$ cat config.mk
export PLATFORM = sky130hd
export DESIGN_NAME = subtrator_serial_ctrl_flat
export DESIGN_NICKNAME = d
export VERILOG_FILES = /design/src/rtl/subtrator_serial_ctrl_pkg.sv /design/src/rtl/subtrator_serial_ctrl_if.sv /design/src/rtl/meio_subtrator.sv /design/src/rtl/subtrator_completo.sv /design/src/rtl/subtrator_serial_ctrl.sv /design/src/flat_wrapper.sv
export SDC_FILE = /design/constraint.sdc
export NUM_CORES = 1
export LEC_CHECK = 0
export CORE_MARGIN = 5
export CORE_UTILIZATION = 55
export DETAILED_ROUTE_END_ITERATION = 8
export GPL_TIMING_DRIVEN = 0
export MAX_ROUTING_LAYER = met4
export PLACE_DENSITY = 0.93
export SYNTH_ARGS = -nofsm -noshare
export SYNTH_HDL_FRONTEND = slang
export SYNTH_HIERARCHICAL = 1
export SYNTH_SLANG_ARGS = --single-unit
$ cat constraint.sdc
create_clock -name clk -period 3.8 [get_ports clk]
set_input_delay 0.57 -clock clk [delete_from_list [all_inputs] [get_ports clk]]
set_output_delay 0.57 -clock clk [all_outputs]
set_load 0.02 [all_outputs]
$ cat src/rtl/subtrator_serial_ctrl_pkg.sv
// Shared definitions for the serial subtractor family: FSM encodings and default width.
package subtrator_serial_ctrl_pkg;
  localparam int WIDTH_DEF = 8;

  typedef enum logic [1:0] {
    IDLE = 2'd0,
    RUN  = 2'd1,
    DONE = 2'd2
  } state_t;

  // Bit-counter width able to hold the value WIDTH itself.
  function automatic int cnt_bits(input int width);
    return $clog2(width + 1);
  endfunction
endpackage

$ cat src/rtl/subtrator_serial_ctrl_if.sv
// Request/result bundle of the serial subtractor; master issues operands, slave returns A-B.
interface subtrator_serial_ctrl_if #(parameter int WIDTH = 8);
  logic             start;
  logic [WIDTH-1:0] a;
  logic [WIDTH-1:0] b;
  logic             ready;
  logic             busy;
  logic             done;
  logic [WIDTH-1:0] diff;
  logic             borrow_out;
  logic             zero;

  modport master (
    output start, a, b,
    input  ready, busy, done, diff, borrow_out, zero
  );

  modport slave (
    input  start, a, b,
    output ready, busy, done, diff, borrow_out, zero
  );
endinterface

$ cat src/rtl/meio_subtrator.sv
// Half subtractor: d = x - y, bo set when y > x.
module meio_subtrator (
  input  logic x,
  input  logic y,
  output logic d,
  output logic bo
);
  assign d  = x ^ y;
  assign bo = ~x & y;
endmodule

$ cat src/rtl/subtrator_completo.sv
// One-bit full subtractor built from two half subtractors and an OR of their borrows.
module subtrator_completo (
  input  logic a,
  input  logic b,
  input  logic bin,
  output logic d,
  output logic bout
);
  logic d1, b1, b2;

  meio_subtrator u_h1 (.x(a),  .y(b),   .d(d1), .bo(b1));
  meio_subtrator u_h2 (.x(d1), .y(bin), .d(d),  .bo(b2));

  assign bout = b1 | b2;
endmodule

$ cat src/rtl/subtrator_serial_ctrl.sv
// Bit-serial A-B: one bit per RUN cycle LSB-first, result published only when the last bit lands.
module subtrator_serial_ctrl
  import subtrator_serial_ctrl_pkg::*;
#(
  parameter int WIDTH = WIDTH_DEF
) (
  input logic                    clk,
  input logic                    rst_n,
  subtrator_serial_ctrl_if.slave bus
);
  localparam int              CNT_W = cnt_bits(WIDTH);
  localparam logic [CNT_W-1:0] LAST = CNT_W'(WIDTH - 1);
  localparam logic [CNT_W-1:0] ONE  = CNT_W'(1);

  state_t           state, state_nxt;
  logic [WIDTH-1:0] a_sr, b_sr, res_sr, res_nxt;
  logic [WIDTH-1:0] diff_q;
  logic [CNT_W-1:0] cnt;
  logic             bor, bor_nxt, d_bit;
  logic             borrow_q, zero_q;
  logic             accept, last;

  assign accept = (state == IDLE) && bus.start;
  assign last   = (state == RUN) && (cnt == LAST);

  subtrator_completo u_cell (
    .a   (a_sr[0]),
    .b   (b_sr[0]),
    .bin (bor),
    .d   (d_bit),
    .bout(bor_nxt)
  );

  assign res_nxt = {d_bit, res_sr[WIDTH-1:1]};

  always_comb begin
    state_nxt = state;
    case (state)
      IDLE:    if (bus.start) state_nxt = RUN;
      RUN:     if (last)      state_nxt = DONE;
      DONE:    state_nxt = IDLE;
      default: state_nxt = IDLE;
    endcase
  end

  always_ff @(posedge clk or negedge rst_n) begin
    if (!rst_n) state <= IDLE;
    else        state <= state_nxt;
  end

  // The partial result lives only in res_sr; diff_q is the architectural output.
  always_ff @(posedge clk or negedge rst_n) begin
    if (!rst_n) begin
      a_sr     <= '0;
      b_sr     <= '0;
      res_sr   <= '0;
      bor      <= 1'b0;
      cnt      <= '0;
      diff_q   <= '0;
      borrow_q <= 1'b0;
      zero_q   <= 1'b0;
    end else if (accept) begin
      a_sr   <= bus.a;
      b_sr   <= bus.b;
      res_sr <= '0;
      bor    <= 1'b0;
      cnt    <= '0;
    end else if (state == RUN) begin
      a_sr   <= a_sr >> 1;
      b_sr   <= b_sr >> 1;
      res_sr <= res_nxt;
      bor    <= bor_nxt;
      cnt    <= cnt + ONE;
      if (last) begin
        diff_q   <= res_nxt;
        borrow_q <= bor_nxt;
        zero_q   <= (res_nxt == '0) && !bor_nxt;
      end
    end
  end

  assign bus.ready      = (state == IDLE);
  assign bus.busy       = (state == RUN);
  assign bus.done       = (state == DONE);
  assign bus.diff       = diff_q;
  assign bus.borrow_out = borrow_q;
  assign bus.zero       = zero_q;
endmodule

$ cat src/flat_wrapper.sv
// flat-port wrapper written by rule: the top's interface ports become plain ports
module subtrator_serial_ctrl_flat import subtrator_serial_ctrl_pkg::*;
#(
  parameter int WIDTH = WIDTH_DEF
)
  (clk, rst_n, bus_start, bus_a, bus_b, bus_ready, bus_busy, bus_done, bus_diff, bus_borrow_out, bus_zero);
  subtrator_serial_ctrl_if #(.WIDTH(WIDTH)) bus_i ();
  input logic clk;
  input logic rst_n;
  input wire logic [$bits(bus_i.start)-1:0] bus_start;
  input wire logic [$bits(bus_i.a)-1:0] bus_a;
  input wire logic [$bits(bus_i.b)-1:0] bus_b;
  output wire logic [$bits(bus_i.ready)-1:0] bus_ready;
  output wire logic [$bits(bus_i.busy)-1:0] bus_busy;
  output wire logic [$bits(bus_i.done)-1:0] bus_done;
  output wire logic [$bits(bus_i.diff)-1:0] bus_diff;
  output wire logic [$bits(bus_i.borrow_out)-1:0] bus_borrow_out;
  output wire logic [$bits(bus_i.zero)-1:0] bus_zero;
  assign bus_i.start = bus_start;
  assign bus_i.a = bus_a;
  assign bus_i.b = bus_b;
  assign bus_ready = bus_i.ready;
  assign bus_busy = bus_i.busy;
  assign bus_done = bus_i.done;
  assign bus_diff = bus_i.diff;
  assign bus_borrow_out = bus_i.borrow_out;
  assign bus_zero = bus_i.zero;
  subtrator_serial_ctrl #(.WIDTH(WIDTH)) u_core (.clk(clk), .rst_n(rst_n), .bus(bus_i));
endmodule
==> flow_summary.yaml, run 1 <==
power_and_ir_drop:
  power_density_nw_per_um2: 791.3
  peakVddDrop_v: 0.0003863
  p_leak_nw: 1.025
clock_network:
  clk_latency_ns: 0.35
  hold_buffers: 0
  htree_levels: 2
  post-cts-setup-buffers: 0
  clock_path_buffers: 2
  cts.clk_slew.worst_paths_ns: 0.13
  clock_sinks: 40
  root_buffer: "clkbuf_4"
  cts_tree: "built"
  cts-resized-gates: 0
  cts_made_buffers: 5
die:
  initial_core_util_pct: 56.61
  rows: 20
  io_pins: 32
  core_um2: 3028
  fp.dieW_um: 65.83
  die_h_um: 65.83
  die-area_um2: 4333
logic_synthesis:
  ys.warnings.count: 6
  synth_fa_ha_area_share_pct: 2.190
  synth_mux_area_share_pct: 7.153
  ys_seq_elements: 40
  avgSynthCellArea_um2: 10.58
  synth_compound_area_share_pct: 11.39
  synth_top_family_by_area: "simple AND/OR/NAND/NOR gates"
  synth_top_cell_area_share_pct: 58.39
  synthTopCellsByArea: "dfrtp_1 58%, nand2_1 11%, a22oi_1 6.1%"
  synth-simple-area-share_pct: 16.72
  syn_inst: 162
  synth_async_sr_flop_share_pct: 100.0
  synth_largest_area_cell: "dfrtp_1"
  syn_area_um2: 1714
  synth_xor_area_share_pct: 0
  yosysMostFrequentCell: "nand2_1"
  synth_commonest_cells: "51 x nand2_1, 40 x dfrtp_1, 14 x a22oi_1"
  synth-edff-count: 0
  syn_nets: 184
  yosysSeqAreaShare_pct: 58.39
  synth.distinct_cells: 27
  ys.flop_type: "dfrtp_1"
cells_and_area:
  drive_above_1_share_pct: 14.43
  final-seq-area_um2: 1001
  finish.utilization_pct: 71.28
  fill_cells: 239
  multiInputGateArea_um2: 641.9
  syn2layout_area_growth_pct: 25.91
  n_antenna_cell: 0
  nNetsFinal: 222
global_routing:
  grt_max_degree: 41
  grt_pass1_wl_um: 5954
  grt_overflow: 0
  grt_pass1_vias: 1320
  antenna_found_initial: 0
  grt.total_usage_pct: 18.90
sta:
  final.setup_skew_ns: 0.008114
  drv_slew: 0
  setup_viol: 0
  relSlewSlack_pct: 42.99
  finalHoldViolCount: 0
  fmax_mhz: 375.3
  fin_setup_tns_ns: 0
  hold_slack_ns: 0.3110
  post-route-period-util_pct: 70.12
  worstMarginPinSlew_ns: 0.8552
  rsz0062_at_grt: "no"
  fin_crit_ns: 2.665
critical_path:
  crit_path_start_kind: "flop"
  critPathSlowestCell: "clkdlybuf4s50_1"
  required_ns: 3.23
  cp_max_fo: 10
  path_cells: "nand2b_1, buf_4, inv_2, buf_2, clkdlybuf4s50_1"
  rr_startpoint: "u_core/b_sr[0]$_DFFE_PN0P_"
  critPathKind: "reg -> out"
  cpPeakStageDelay_ns: 0.64
  r2r_end: "u_core/bus.zero$_DFFE_PN0P_"
  end_kind: "output port"
  reg2reg_depth: 7
  critPathArrivalTime_ns: 2.09
  r2r_slack_ns: 2.12
routing:
  drc_errors: 0
  drt-initial-drc-count: 33
  dr.pass1.iters: 4
  wl_per_cell_um: 13.87
  vias_per_cell: 5.327
  ant_nets: 0
  drt_wl_total_um: 3397
  num_vias: 1305
run_status:
  status: "complete, no violations"
hold_path:
  hold_class: "in -> async"
placement:
  gp_congestion: 0.7968
  io_buffers: 31
  dp_hpwl_um: 2454
job:
  cap_violations: 0
cell type report:
cell class	instances	area share [%]
inverter	5	0.8696
sequential	40	46.38
clock buffer	5	1.739
buffer	9	2.435
multi-input combinational	108	29.74
clock inverter	3	2.145
tap	44	2.551
timing repair buffer	31	14.14
worst max-delay path: cells and delay by family, from the launching register on:
kind / cells / cell delay, ns
DFF: 1 / 0.43
and+or+nand+nor: 1 / 0.15
buffers and inverters: 4 / 1.16
placed cells by master (no fill, tap or decap), types with 2 or more instances in the layout:
master           synthesis  final
nand2_1                 51     51
dfrtp_1                 40     40
clkdlybuf4s50_1          0     30
a22oi_1                 14     14
o21ai_0                 12     12
mux2_2                   9      9
buf_2                    6      7
clkbuf_4                 0      5
inv_1                    4      4
ha_1                     3      3
nand2b_1                 2      2
nor3b_1                  2      2
o21bai_1                 2      2
a21o_1                   2      2
through the flow:
stage / total power [mW] / cell area (um^2) / std cells / worst slack [ns]
floorplan: 1.162 / 1714 / 162 / 2.231
global placement: 1.380 / 2079 / 237 / 1.293
detailed placement: 1.432 / 2074 / 237 / 1.536
CTS: 1.723 / 2158 / 245 / 1.117
global route: 1.848 / 2158 / 245 / 0.9826
finish: 1.708 / 2158 / 245 / 1.136
metal layers:
| layer | track usage, % | vias up | wire [um] |
|---|---|---|---|
| li1 | - | 621 | - |
| met1 | 22.07 | 642 | 1443 |
| met2 | 30.16 | 35 | 1719 |
| met3 | 6.463 | 7 | 177 |
| met4 | 7.254 | 0 | 56 |
| met5 | - | - | 0 |
kinds of logic (layout without fill, tap and decap cells):
group,count (synthesis),count (layout)
mux,11,11
buf+inv,14,53
fa+ha+maj,3,3
flops,40,40
simple gates,64,64
compound gates,30,30
registers in the layout, summed over array words and instances (netlist names):
signal,cells
u_core/a_sr,8
u_core/b_sr,8
u_core/bor,1
u_core/bus.borrow_out,1
u_core/bus.diff,8
u_core/bus.zero,1
u_core/cnt,4
u_core/res_sr,7
u_core/state,2
power breakdown:
part | leakage, nW | internal (mW) | switching (mW)
Clock | 0.0418 | 0.141 | 0.146
Sequential | 0.516 | 0.606 | 0.118
Combinational | 0.468 | 0.315 | 0.383
worst max path at each step:
stage                           startpoint                    endpoint  slack, ns
6_report       u_core/state[1]$_DFFE_PN0P_                    bus_busy       1.14
5_1_grt        u_core/state[1]$_DFFE_PN0P_                    bus_busy       0.98
4_1_cts        u_core/state[1]$_DFFE_PN0P_                    bus_busy       1.12
3_5_place_dp   u_core/state[1]$_DFFE_PN0P_                    bus_busy       1.54
3_3_place_gp                         rst_n  u_core/a_sr[5]$_DFFE_PN0P_       1.29
2_1_floorplan  u_core/state[1]$_DFFE_PN0P_                    bus_busy       2.23
No activity file was read; power rests on OpenSTA's default activity.
==> inputs of run 2 (changes only) <==
Settings changed: CORE_UTILIZATION 55 to 46, PLACE_DENSITY 0.93 to 0.84.
Clock period 3.8 ns to 2.4 ns, I/O delays scaled along.
==> run 2 against run 1 <==
Compared with the run above:
- register-to-register slack got worse by 1.4 ns
- clock skew decreased by 0.0043 ns
- via count decreased by 1.8%
- clock-buffer cell count increased by 3
- largest power group unchanged
- die area increased by 16%
- critical path type unchanged
- first-iteration DRC count increased by 130%
- critical path depth unchanged
==> flow_summary.yaml, run 2 (synthesis gave the netlist of run 1 again) <==
sta:
  post-route-period-util_pct: 87.82
  worstMarginPinSlew_ns: 0.8440
  rsz0062_at_grt: "no"
  fin_setup_tns_ns: 0
  final.setup_skew_ns: 0.003787
  setup_viol: 0
  fin_crit_ns: 2.108
  fmax_mhz: 474.4
  finalHoldViolCount: 0
  drv_slew: 0
  relSlewSlack_pct: 43.73
routing:
  ant_nets: 0
  wl_per_cell_um: 12.90
  drc_errors: 0
  vias_per_cell: 5.145
  drt_wl_total_um: 3213
  dr.pass1.iters: 4
  drt-initial-drc-count: 77
  num_vias: 1281
die:
  rows: 22
  core_um2: 3633
  die-area_um2: 5047
  initial_core_util_pct: 47.18
  fp.dieW_um: 71.05
  die_h_um: 71.05
  io_pins: 32
placement:
  placed_cells: 241
  dp_hpwl_um: 2236
  io_buffers: 31
  gp_congestion: 0.7460
cells_and_area:
  instances_no_fill: 249
  nNetsFinal: 222
  n_antenna_cell: 0
  syn2layout_area_growth_pct: 26.50
  final_common_cell: "nand2_1"
  drive_above_1_share_pct: 13.43
  layout_common_cells: "51 x nand2_1, 40 x dfrtp_1, 29 x clkdlybuf4s50_1"
clock_network:
  clock_sinks: 40
  post-cts-setup-buffers: 0
  root_buffer: "clkbuf_8"
  clock_path_buffers: 2
  cts_made_buffers: 5
  clk_latency_ns: 0.29
  cts.clk_slew.worst_paths_ns: 0.07
  htree_levels: 2
  cts_tree: "built"
global_routing:
  antenna_found_initial: 0
  busiest_layer: "met2"
  grt.met2_usage_pct: 21.22
  grt.total_usage_pct: 14.12
  grt_overflow: 0
  grt_pass1_vias: 1219
  grt_pass1_wl_um: 5430
  grtUsageMet1_pct: 17.34
  grt_max_degree: 41
  use_met3_pct: 5.398
critical_path:
  crit_path_start_kind: "flop"
  end_kind: "output port"
  critPathArrivalTime_ns: 1.75
  cp_max_fo: 10
  required_ns: 2.04
  critPathKind: "reg -> out"
run_status:
  status: "complete, no violations"
hold_path:
  hold_class: "in -> async"
power_and_ir_drop:
  p_leak_nw: 1.029
  peakVddDrop_v: 0.0006896
  power_density_nw_per_um2: 1230
job:
  cap_violations: 0
-- run 2: layout make-up --
cell class,count,area [um^2]
inverter,5,18.77
buffer,9,52.55
timing repair buffer,31,304.0
sequential,40,1001
multi-input combinational,108,641.9
fill,324,1465
clock buffer,8,90.09
tap,48,60.06
-- run 2: final timing paths --
kind / start / end / slack (ns) / cells after the start
hold reg to reg: u_core/cnt[3]$_DFFE_PN0P_ / u_core/cnt[3]$_DFFE_PN0P_ / 0.48 / 1
setup reg to reg: u_core/b_sr[0]$_DFFE_PN0P_ / u_core/bus.zero$_DFFE_PN0P_ / 0.75 / 7
min in group clk: u_core/cnt[3]$_DFFE_PN0P_ / u_core/cnt[3]$_DFFE_PN0P_ / 0.48 / 1
hold / removal: rst_n / u_core/b_sr[4]$_DFFE_PN0P_ / 0.17 / 1
setup / recovery: u_core/state[1]$_DFFE_PN0P_ / bus_busy / 0.29 / 5
max in group asynchronous: rst_n / u_core/a_sr[4]$_DFFE_PN0P_ / 1.70 / 1
-- run 2: per-layer routing --
layer | share of wire [%] | vias up
met1 | 45 | 630
met4 | 0.78 | 0
met3 | 5.8 | 3
li1 | - | 620
met5 | 0 | -
met2 | 48 | 28
-- run 2: report_power, final --
group	leakage, nW	internal, mW	switching, mW
clock	0.0455	0.234	0.213
sequential	0.516	0.962	0.182
combinational	0.468	0.493	0.583
-- run 2: stage by stage --
step	hold slack (ns)	setup WS, ns	instance area [um^2]	total power [mW]	utilization [%]
CTS	0.2054	0.2728	2168	2.702	59.68
global route	0.2685	0.2088	2168	2.874	59.68
finish	0.1719	0.2923	2168	2.668	59.68
floorplan	0.06441	0.8500	1714	1.840	-
detailed placement	0.4630	0.3348	2079	2.248	57.23
global placement	0.4568	-0.006761	2085	2.207	57.37
-- run 2: critical path, cell delays in order (launching register included) --
cell	delay, ns
dfrtp_1	0.41
nand2b_1	0.15
buf_4	0.17
inv_2	0.14
buf_2	0.23
dlygate4sd2_1	0.36
-- run 2: timing repair --
action	in CTS	in global routing
resized for setup	1	0
hold buffers	0	0
endpoints found under the setup margin	1	0
==> inputs of run 3 (changes only) <==
Settings changed: PLACE_DENSITY 0.84 to 0.75, SLEW_MARGIN from default to 40.
==> run 3 against run 2 <==
Compared with the run above:
- sequential power hardly changed
- first-iteration DRC count is 32% lower
- combinational power hardly changed
- final cell count is 0.40% higher
- clock skew hardly changed
- die area stayed put
==> flow_summary.yaml, run 3 (synthesis gave the netlist of run 1 again) <==
run_status:
  status: "complete, no violations"
critical_path:
  path_cells: "nand2b_1, buf_4, inv_2, buf_2, dlymetal6s2s_1"
  cpPeakStageDelay_ns: 0.41
  critPathArrivalTime_ns: 1.62
  worst-path-buf-inv: 4
  r2r_end: "u_core/bus.zero$_DFFE_PN0P_"
  critPathKind: "reg -> out"
  end_kind: "output port"
  critPathSlowestCell: "dfrtp_1"
  rr_startpoint: "u_core/b_sr[0]$_DFFE_PN0P_"
  reg2reg_depth: 7
  r2r_slack_ns: 0.73
  crit_path_start_kind: "flop"
  crit_family: "buffers and inverters"
  cp_max_fo: 10
  required_ns: 2.04
die:
  initial_core_util_pct: 47.18
  die_h_um: 71.05
  rows: 22
  fp.dieW_um: 71.05
  core_um2: 3633
  die-area_um2: 5047
  io_pins: 32
power_and_ir_drop:
  switching_share_pct: 35.85
  peakVddDrop_v: 0.0005923
  internal_power_mw: 1.773
  pwr-share-seq_pct: 41.3
  pwr-share-clk_pct: 18.9
  combPwrFrac_pct: 39.7
  p_leak_nw: 1.057
  power_density_nw_per_um2: 1247
  p_total_mw: 2.764
  p_switching_mw: 0.9909
placement:
  placed_area_um2: 2107
  gp_congestion: 0.7655
  placed_cells: 242
  dp_hpwl_um: 2499
  io_buffers: 31
global_routing:
  grt_overflow: 0
  grt_pass1_wl_um: 5740
  grt_pass1_vias: 1282
  grt.total_usage_pct: 14.79
  antenna_found_initial: 0
  grt_max_degree: 23
routing:
  drt-initial-drc-count: 52
  wl_per_cell_um: 13.22
  dr.pass1.iters: 4
  drt_wl_total_um: 3304
  drc_errors: 0
  num_vias: 1276
  vias_per_cell: 5.104
  ant_nets: 0
clock_network:
  clk_latency_ns: 0.28
  hold_buffers: 0
  cts.clk_slew.worst_paths_ns: 0.07
  cts_tree: "built"
  root_buffer: "clkbuf_8"
  cts_made_buffers: 5
  clock_sinks: 40
  htree_levels: 2
  clock_path_buffers: 2
cells_and_area:
  fill_cells: 311
  multiInputGateArea_um2: 641.9
  final-seq-area_um2: 1001
  nNetsFinal: 223
  n_antenna_cell: 0
  final_common_cell: "nand2_1"
  layout_common_cells: "51 x nand2_1, 40 x dfrtp_1, 29 x clkdlybuf4s50_1"
  drive_above_1_share_pct: 14.36
  syn2layout_area_growth_pct: 29.34
  fin_area_um2: 2217
  instances_no_fill: 250
hold_path:
  hold_class: "in -> async"
sta:
  relSlewSlack_pct: 64.75
  drv_slew: 0
  rsz0062_at_grt: "no"
  fin_setup_tns_ns: 0
  worstMarginPinSlew_ns: 0.5277
  fmax_mhz: 506.3
  fin_crit_ns: 1.975
  final.setup_skew_ns: 0.004176
  setup_viol: 0
  finalHoldViolCount: 0
  post-route-period-util_pct: 82.30
job:
  cap_violations: 0
## run 3: worst max-delay path by stage
stage	from	end	slack (ns)	depth (start not counted)
2_1_floorplan	u_core/b_sr[0]$_DFFE_PN0P_	u_core/bus.zero$_DFFE_PN0P_	0.85	7
3_3_place_gp	rst_n	u_core/a_sr[7]$_DFFE_PN0P_	0.1	1
3_5_place_dp	u_core/state[1]$_DFFE_PN0P_	bus_busy	0.34	5
4_1_cts	u_core/state[1]$_DFFE_PN0P_	bus_busy	0.02	5
5_1_grt	u_core/state[1]$_DFFE_PN0P_	bus_busy	0.33	5
6_report	u_core/state[1]$_DFFE_PN0P_	bus_busy	0.42	5
## run 3: final cells by class
class | instances | area share (%)
Buffer | 9 | 2.370
Clock buffer | 6 | 3.273
Clock inverter | 2 | 1.580
Inverter | 5 | 0.8465
Multi-Input combinational cell | 108 | 28.95
Sequential cell | 40 | 45.15
Tap cell | 48 | 2.709
Timing Repair Buffer | 32 | 15.12
## run 3: through the flow
stage,hold slack (ns),util (%),worst slack (ns)
floorplan,0.06441,-,0.8500
global placement,0.4556,57.37,0.09587
detailed placement,0.3390,57.99,0.3416
CTS,0.02602,60.95,0.02345
global route,0.05254,61.02,0.3292
finish,0.02176,61.02,0.4249
## run 3: repair_timing
| action | CTS | global route |
|---|---|---|
| resized for setup | 0 | 1 |
| endpoints found under the setup margin | 0 | 1 |
| setup buffers | 0 | 0 |
## run 3: metal layers
metal	vias up	track usage, %	wire [um]
met4	0	3.758	7
met2	30	24.61	1681
li1	623	-	-
met1	621	17.21	1447
met5	-	-	0
met3	2	4.972	168
## run 3: power by group through the flow
stage          Clock (mW)  Combinational, mW  Sequential [mW]
2_1_floorplan           0              0.640             1.20
3_3_place_gp            0               1.06             1.14
3_5_place_dp            0               1.11             1.15
4_1_cts             0.540               1.12             1.14
5_1_grt             0.567               1.22             1.19
6_report            0.523               1.10             1.14
